--- config.mk ---
export PLATFORM = sky130hd
export DESIGN_NAME = draw_engine_arbiter
export DESIGN_NICKNAME = d
export VERILOG_FILES = /design/src/rtl/draw_engine_arbiter.sv
export SDC_FILE = /design/constraint.sdc
export NUM_CORES = 1
export LEC_CHECK = 0
export CORE_UTILIZATION = 39
export DETAILED_ROUTE_END_ITERATION = 12
export PLACE_DENSITY = 0.82
export SETUP_SLACK_MARGIN = 0.4
export SYNTH_ARGS = -nofsm -noshare
export SYNTH_HDL_FRONTEND = slang
export SYNTH_SLANG_ARGS = --single-unit
--- constraint.sdc ---
create_clock -name clk -period 1.75 [get_ports clk]
set_input_delay 0.35 -clock clk [delete_from_list [all_inputs] [get_ports clk]]
set_output_delay 0.35 -clock clk [all_outputs]
set_load 0.02 [all_outputs]
--- src/rtl/draw_engine_arbiter.sv ---
// Round-robin owner of the shared draw-object engine.
// Latches the winning command and routes engine completion back to it.
module draw_engine_arbiter #(
  parameter int NUM_REQ = 4
) (
  input  logic                   clk,
  input  logic                   resetn,
  input  logic [NUM_REQ-1:0]     req,
  input  logic [9*NUM_REQ-1:0]   req_x,
  input  logic [8*NUM_REQ-1:0]   req_y,
  input  logic [5*NUM_REQ-1:0]   req_type,
  input  logic                   eng_done,
  output logic                   eng_start,
  output logic [8:0]             eng_x,
  output logic [7:0]             eng_y,
  output logic [4:0]             eng_type,
  output logic [NUM_REQ-1:0]     done,
  output logic [NUM_REQ-1:0]     grant,
  output logic                   busy
);

  localparam logic [1:0] S_IDLE    = 2'd0;
  localparam logic [1:0] S_BUSY    = 2'd1;
  localparam logic [1:0] S_RELEASE = 2'd2;

  logic [1:0]         state;
  logic [1:0]         ptr;
  logic [NUM_REQ-1:0] grant_q;
  logic [8:0]         x_q;
  logic [7:0]         y_q;
  logic [4:0]         type_q;

  logic [1:0] win;
  logic [1:0] idx;
  logic       found;
  logic [1:0] gidx;

  // First pending requester at or above ptr, wrapping mod 4
  always_comb begin
    win   = ptr;
    idx   = ptr;
    found = 1'b0;
    for (int i = 0; i < NUM_REQ; i++) begin
      idx = ptr + 2'(i);
      if (!found && req[idx]) begin
        win   = idx;
        found = 1'b1;
      end
    end
  end

  always_comb begin
    gidx = 2'd0;
    unique case (1'b1)
      grant_q[1]: gidx = 2'd1;
      grant_q[2]: gidx = 2'd2;
      grant_q[3]: gidx = 2'd3;
      default:    gidx = 2'd0;
    endcase
  end

  always_ff @(posedge clk) begin
    if (!resetn) begin
      state   <= S_IDLE;
      ptr     <= 2'd0;
      grant_q <= '0;
      x_q     <= '0;
      y_q     <= '0;
      type_q  <= '0;
    end else begin
      unique case (state)
        S_IDLE: begin
          if (found) begin
            grant_q <= NUM_REQ'(1) << win;
            x_q     <= req_x[9*int'(win) +: 9];
            y_q     <= req_y[8*int'(win) +: 8];
            type_q  <= req_type[5*int'(win) +: 5];
            state   <= S_BUSY;
          end
        end
        S_BUSY: begin
          if (eng_done) state <= S_RELEASE;
        end
        S_RELEASE: begin
          ptr     <= gidx + 2'd1;
          grant_q <= '0;
          state   <= S_IDLE;
        end
        default: state <= S_IDLE;
      endcase
    end
  end

  assign eng_start = (state == S_BUSY);
  assign busy      = (state == S_BUSY) || (state == S_RELEASE);
  assign grant     = grant_q;
  assign eng_x     = eng_start ? x_q : '0;
  assign eng_y     = eng_start ? y_q : '0;
  assign eng_type  = eng_start ? type_q : '0;
  assign done      = eng_start ? (grant_q & {NUM_REQ{eng_done}}) : '0;

endmodule
# Yosys cells after proc, flatten, opt, wreduce, memory -nomap -nowiden
# Index checks and enable logic that the tools add are counted.
# W data, S select, Z words.
[word_totals]
inputBits = 95
ff_bits = 30
word_cells = 62
output_inout_bits = 32
[classes]
n_mux = 25
n_lt_le_gt_ge = 4
n_mul = 2
reduce_logical = 12
shifts = 4
add_sub_neg = 4
bitwise = 1
eq_ne = 4
[ops]
columns = ["cell", "count"]
rows = [
  ["$shiftx A36 B7 Y9", 1],
  ["$shiftx A32 B6 Y8", 1],
  ["$shiftx A20 B6 Y5", 1],
  ["$lt A2 B3 Y1 const B", 4],
  ["$mux W2", 5],
  ["$mux W9", 1],
  ["$bmux W1 S2", 4],
  ["$mux W1", 8],
  ["$mux W4", 2],
  ["$mux W8", 1],
  ["$pmux W4 S2", 1],
  ["$mul A4 B2 Y6 const A", 1],
  ["$pmux W2 S3", 1],
  ["$reduce_and A2 Y1", 3],
  ["$mul A3 B2 Y5 const A", 1],
  ["$mux W5", 1],
  ["$add A2 B1 Y2 const B", 2],
  ["$add A2 B2 Y2 const B", 2],
  ["$and A4 B4 Y4", 1],
  ["$ne A2 B2 Y1 const B", 2],
  ["$pmux W2 S2", 1],
  ["$shl A1 B2 Y4 const A", 1],
  ["$logic_and A1 B1 Y1", 3],
  ["$logic_not A1 Y1", 3],
  ["5 further kinds", 5],
]

# Depth between registers and ports, before layout
# Gate-level depths: netlist of run 1.
[depth]
ltp_word = 15
depth_mapped = 7
ltp_nobuf = 6

# Worst setup path before layout of run 1
# No wires, ideal clock.
[synth_timing]
path_type = "reg2out"
from = "register state[1]"
to = "output port eng_type[0]"
arrival_ns = 1.381
required_time_ns = 1.400
stages_incl_launch_ff = 6
path_buffers = 2
slack_ns = 0.019
cell_sequence = "dfxtp_1 -> inv_1 -> ha_1 -> clkbuf_1 -> clkbuf_1 -> and2_1"
[synth_via]
elab_chain_len = 2
[synth_lines]
columns = ["element", "line", "text"]
rows = [
  ["from (decl)", "26", "logic [1:0] state;"],
  ["from (signal assigned)", "64", "state <= S_IDLE;"],
  ["from (signal assigned)", "78", "state <= S_BUSY;"],
  ["from (signal assigned)", "82", "if (eng_done) state <= S_RELEASE;"],
  ["$eq A2 B1 Y1", "94", "assign eng_start = (state == S_BUSY);"],
  ["net eng_start", "13", "output logic eng_start,"],
  ["$mux W5", "99", "assign eng_type = eng_start ? type_q : '0;"],
  ["to (decl)", "16", "output logic [4:0] eng_type,"],
]
# The timed path passes the listed nets, and every way through them passes these cells.

# Worst setup path after layout of run 1
[layout_timing]
from = "register state[1]"
to = "output port eng_type[4]"
[layout_via]
elab_chain_len = 2
[layout_lines]
columns = ["element", "line"]
rows = [
  ["$eq A2 B1 Y1", "94"],
  ["$mux W5", "99"],
]
# Every way passes these cells.

==> results.toml, run 1 <==
[route]
wl_um = 9600
ant_nets = 0
drc_errors = 0
routed_via_density = 5.67
wl_per_cell_um = 19.8
drt_iter0_drc = 142
vias = 2751
dr.pass1.iters = 4

[min_path]
hp-class = "reg2reg"

[power_and_ir_drop]
max-vdd-ir-drop_mv = 0.419
p_per_area_nw_per_um2 = 673
power.leakage_nw = 1.75

[logic_synthesis]
synth_top_family_by_area = "compound AO/OA/AOI/OAI gates"
synthAdderAreaFrac = 0.0225
yosys_register_bits = 30
synth_area_um2 = 2220
ys.flop_type = "dfxtp_1"
synth_xor_area_frac = 0.00394
synth_warnings = 0
synthSimpleGateAreaFrac = 0.147
synthArstFlopShare = 0
synth_cells = 245
yosysUniqueCellTypes = 41
syn_nets = 344
synth_mux_area_frac = 0.0135
synth.avg_cell_area_um2 = 9.08
yosysSeqAreaShare = 0.270
synth_edf_count = 0
synth_compound_area_frac = 0.458

[floorplan]
die_h_um = 77.5
pin_count = 127
die_width_um = 77.5
start_util = 0.404
num_rows = 27
die_area_um2 = 6010
core_um2 = 5510

[cells_and_area]
final_core_util = 0.838
layout.nets = 512
fin_area_um2 = 4620
area_delta_synth_final_pct = 107
layoutNonFillerInstCount = 485
diodes = 0
drive_above_1_share = 0.540

[timing]
finalMaxSlewViolations = 0
rsz0062_at_grt = "yes"
maxSlewHeadroom = 0.795
worst_slew_pin_slew_ps = 306
hold_viol_final = 0
finalWorstPathRequiredPeriod_ps = 1680
layout_worst_path_cycle_share = 0.961
setup_viol = 0
layout_setup_ws_ps = 69.0
finClkSkew_ps = 3.93
fmax_mhz = 595

[placed_design]
pre_cts_slack_ps = -408
place.gp.congestion = 0.820
portBuffers = 126
hpwl_um = 5670
dp_cells = 458
dpl_cell_area_um2 = 3860

[worst_setup_path]
critPathMaxStageDelay_ps = 360
critPathSlowestCell = "dfxtp_2"
cp-end-kind = "output port"
crit_chain = "inv_2, ha_4, buf_8, and2_1, buf_4"
cp_num_buf_inv = 3
arrival_ps = 1330
critPathRequiredTime_ps = 1400
startpoint_type = "flip-flop"
critPathMaxFanout = 10
criticalPathCategory = "reg2out"
crit_family = "flip-flops"

[clocking]
cts_tree = "yes"
cts_max_path_buffers = 2
cts_root_buffer = "clkbuf_8"
cts_buffers = 5
h-tree-depth = 2
clock-sinks = 30
clk_latency_ps = 280
clk_pin_slew_ps = 70

[global_routing]
antenna_found_initial = 0
grtUsageTotal = 0.262
grt_max_degree = 32
grt-ovfl-total = 0
grt_pass1_wl_um = 12500
grt_pass1_vias = 2675

[status]
status = "finished clean"

[job]
drv_cap = 0
==> kinds of logic after synthesis <==
family,count (synthesis)
xor+xnor,1
simple gates,56
flops,30
buf+inv,32
compound gates,119
mux,3
fa+ha+maj,4
==> routing by layer <==
layer	track usage	wire length, um	up-vias
met5	0	0	-
met1	0.306	3880	1339
li1	-	-	1262
met4	0.0698	209	0
met3	0.0588	535	20
met2	0.475	4980	130
==> registers in the layout, indices dropped and copies added (netlist names) <==
name,flops
x_q,9
y_q,8
type_q,5
grant,4
ptr,2
state,2
==> final cells by class <==
type                    count  area [um2]
clock buffers               6        82.6
fillers                   291         891
repair buffers            186        1840
flip-flops and latches     30         612
clock inverters             1        30.0
well taps                  72        90.1
inverters                   7        26.3
multi-input cells         183        1930
==> report_power, final <==
group | total (mW) | switching, mW | internal, mW
logic | 1.53 | 0.715 | 0.815
clock network | 0.723 | 0.268 | 0.455
registers | 0.851 | 0.0702 | 0.781
total | 3.10 | 1.05 | 2.05
==> path summary, 6_finish.rpt <==
path	startpoint	end	slack [ps]	cells after the start
setup / recovery	state[1]$_SDFFE_PN0P_	eng_type[4]	70	5
hold / removal	grant[2]$_SDFFE_PN0P_	grant[2]$_SDFFE_PN0P_	500	2
setup reg to reg	ptr[0]$_SDFFE_PN0P_	y_q[1]$_SDFFE_PN0P_	140	7
hold reg to reg	grant[2]$_SDFFE_PN0P_	grant[2]$_SDFFE_PN0P_	500	2
==> placed cells by master (no fill, tap or decap), drive strengths merged <==
cell type / count
nor2b: 7
clkdlybuf4s15: 2
mux2i: 3
o21bai: 1
a21oi: 29
o2111ai: 2
nand2b: 4
o21ai: 30
xnor2: 1
and2: 22
nand3b: 1
a221oi: 22
nand2: 6
or2: 1
nor2: 6
ha: 4
nor4: 1
clkdlybuf4s50: 90
o211a: 2
dfxtp: 30
bufinv: 1
a21boi: 2
a22oi: 22
a21o: 2
nand4: 1
and3: 5
o2bb2ai: 1
nand3: 2
o211ai: 4
buf: 87
inv: 7
clkbuf: 13
a31oi: 2
==> per-stage QoR <==
| stage | hold WS, ps | TNS [ps] | total power [mW] |
|---|---|---|---|
| after floorplan | 485 | 0 | 1.53 |
| after global placement | 496 | -8790 | 2.05 |
| after detailed placement | 495 | -9660 | 2.07 |
| after CTS | 515 | 0 | 2.85 |
| after global routing | 542 | 0 | 3.22 |
| final | 503 | 0 | 3.10 |
==> synth_stat cells, types with 3 or more instances <==
cell | count | area [um2]
a21oi_1 | 8 | 40.0
a21oi_2 | 20 | 175
a221oi_2 | 20 | 300
a22oi_1 | 22 | 165
and2_1 | 22 | 138
and3_1 | 5 | 31.3
buf_2 | 7 | 35.0
buf_6 | 7 | 78.8
clkbuf_1 | 8 | 30.0
dfxtp_1 | 30 | 601
ha_1 | 4 | 50.1
inv_1 | 7 | 26.3
mux2i_1 | 3 | 30.0
nand2_1 | 6 | 22.5
nand2b_1 | 4 | 25.0
nor2_1 | 4 | 15.0
nor2b_1 | 7 | 43.8
o21ai_0 | 26 | 130
==> worst register-to-register path: stages, from the launching register on <==
cell,delay (ps)
dfxtp_4,390
buf_6,150
o211ai_1,270
o21ai_4,120
buf_12,160
clkbuf_16,160
a22oi_2,170
a21oi_2,90
==> what timing repair did <==
item / CTS / global route
hold buffers: 0 / 0
cloned: 2 / 5
gates resized for setup: 184 / 80
endpoints found under the setup margin: 60 / 60
buffers inserted: 1 / 12
pin swaps: 2 / 18
No activity file was read; power rests on OpenSTA's default activity.
==> inputs of run 2 (changes only) <==
==> constraint.sdc (replaced) <==
create_clock -name clk -period 1.7 [get_ports clk]
set_input_delay 0.34 -clock clk [delete_from_list [all_inputs] [get_ports clk]]
set_output_delay 0.34 -clock clk [all_outputs]
set_load 0.02 [all_outputs]
==> run 2 against run 1 <==
Effect of this change:
- the flow now finishes with violations (setup timing)
- cell area grew 8.2%
- worst hold slack gained 3.4 ps
- clock skew grew 18 ps
- critical path type is now in2reg
==> results.toml, run 2 (synthesis results as in run 1) <==
[status]
status = "finished, violations left"
violations = "setup timing"

[clocking]
cts_root_buffer = "clkbuf_8"
clock-sinks = 30
clk_latency_ps = 310
cts_max_path_buffers = 2
cts_buffers = 5
cts_tree = "yes"
h-tree-depth = 2
ctsHoldBuffers = 0
clk_pin_slew_ps = 70

[worst_setup_path]
cp-end-kind = "flip-flop"
arrival_ps = 2050
critPathMaxFanout = 6
criticalPathCategory = "in2reg"
startpoint_type = "primary input"
critPathRequiredTime_ps = 1880

[route]
wl_per_cell_um = 27.0
wl_um = 13200
vias = 3126
ant_nets = 0
dr.pass1.iters = 5
routed_via_density = 6.42
drt_iter0_drc = 269
drc_errors = 0

[min_path]
hp-class = "reg2reg"

[cells_and_area]
layout.nets = 514
reg_top3 = "x_q x9, y_q x8, type_q x5"
largest_reg_flops = 9
diodes = 0
layout_common_cells = "90 x clkdlybuf4s50_1, 39 x buf_6, 33 x buf_4"
regMostFlops = "x_q"
area_delta_synth_final_pct = 125
layoutNonFillerInstCount = 487
drive_above_1_share = 0.576
final_core_util = 0.907
final_common_cell = "clkdlybuf4s50_1"

[power_and_ir_drop]
max-vdd-ir-drop_mv = 0.538
total_power_mw = 3.53
p_per_area_nw_per_um2 = 706
power.leakage_nw = 1.84

[global_routing]
use_met1 = 0.330
antenna_found_initial = 0
grtUsageTotal = 0.309
grt_pass1_wl_um = 14400
grt_max_degree = 32
grtUsageMet3 = 0.109
grt-busiest-layer = "met2"
use_met2 = 0.543
grt_pass1_vias = 2942
grt-ovfl-total = 0

[floorplan]
num_rows = 27
start_util = 0.404
die_width_um = 77.5
pin_count = 127
die_area_um2 = 6010
core_um2 = 5510
die_h_um = 77.5

[timing]
worst_slew_pin_slew_ps = 570
setup_viol = 30
layout_worst_path_cycle_share = 1.10
fmax_mhz = 534
layout_setup_ws_ps = -173
rsz0062_at_grt = "yes"
maxSlewHeadroom = 0.618
hold_viol_final = 0
finalWorstPathRequiredPeriod_ps = 1870
finalMaxSlewViolations = 0
finClkSkew_ps = 22.1
fin_hold_ws_ps = 506

[placed_design]
portBuffers = 126
place.gp.congestion = 0.903
dp_cells = 454
hpwl_um = 5580
pre_cts_slack_ps = -464

[job]
drv_cap = 0
[run 2: what timing repair did]
| action | in CTS | in global routing |
|---|---|---|
| pin swaps | 45 | 40 |
| endpoints found under the setup margin | 60 | 59 |
| setup buffers | 13 | 7 |
| gates cloned | 6 | 0 |
| hold endpoints to repair | 0 | 0 |
| resized for setup | 254 | 70 |
[run 2: power by group]
part | total (mW) | switching, mW | internal (mW)
Combinational | 1.85 | 0.891 | 0.955
Sequential | 0.888 | 0.0857 | 0.803
Clock | 0.791 | 0.322 | 0.470
Total | 3.53 | 1.30 | 2.23
[run 2: stage by stage]
stage | setup TNS, ps | area [um2]
floorplan | 0 | 2380
global placement | -12350 | 3860
detailed placement | -14050 | 3860
CTS | 0 | 4530
global route | -3130 | 4990
finish | -1680 | 4990
[run 2: metal layers]
metal | share of wire | vias up
met5 | 0 | -
met4 | 0.070 | 0
met3 | 0.086 | 84
met2 | 0.50 | 273
met1 | 0.35 | 1488
li1 | - | 1281
[run 2: worst paths after layout]
kind                                       startpoint                    end  slack, ps  depth (start not counted)
worst max-delay path                           req[2]    y_q[7]$_SDFFE_PN0P_       -170                          9
worst min-delay path            grant[0]$_SDFFE_PN0P_  grant[0]$_SDFFE_PN0P_        510                          2
worst max register to register    ptr[0]$_SDFFE_PN0P_    y_q[7]$_SDFFE_PN0P_       -170                          7
worst min register to register  grant[0]$_SDFFE_PN0P_  grant[0]$_SDFFE_PN0P_        510                          2
[run 2: final cells by class]
class / count / area, um2
Sequential cell: 30 / 617
Timing Repair Buffer: 188 / 2050
Clock buffer: 6 / 82.6
Multi-Input combinational cell: 183 / 2100
Tap cell: 72 / 90.1
Clock inverter: 1 / 30.0
Fill cell: 201 / 512
Inverter: 7 / 26.3
[run 2: worst max-delay path, stage by stage]
cell,delay (ps)
buf_4,170
buf_4,180
inv_1,90
o211ai_1,490
o21ai_4,150
buf_6,170
buf_16,140
a22oi_2,210
a21oi_2,90
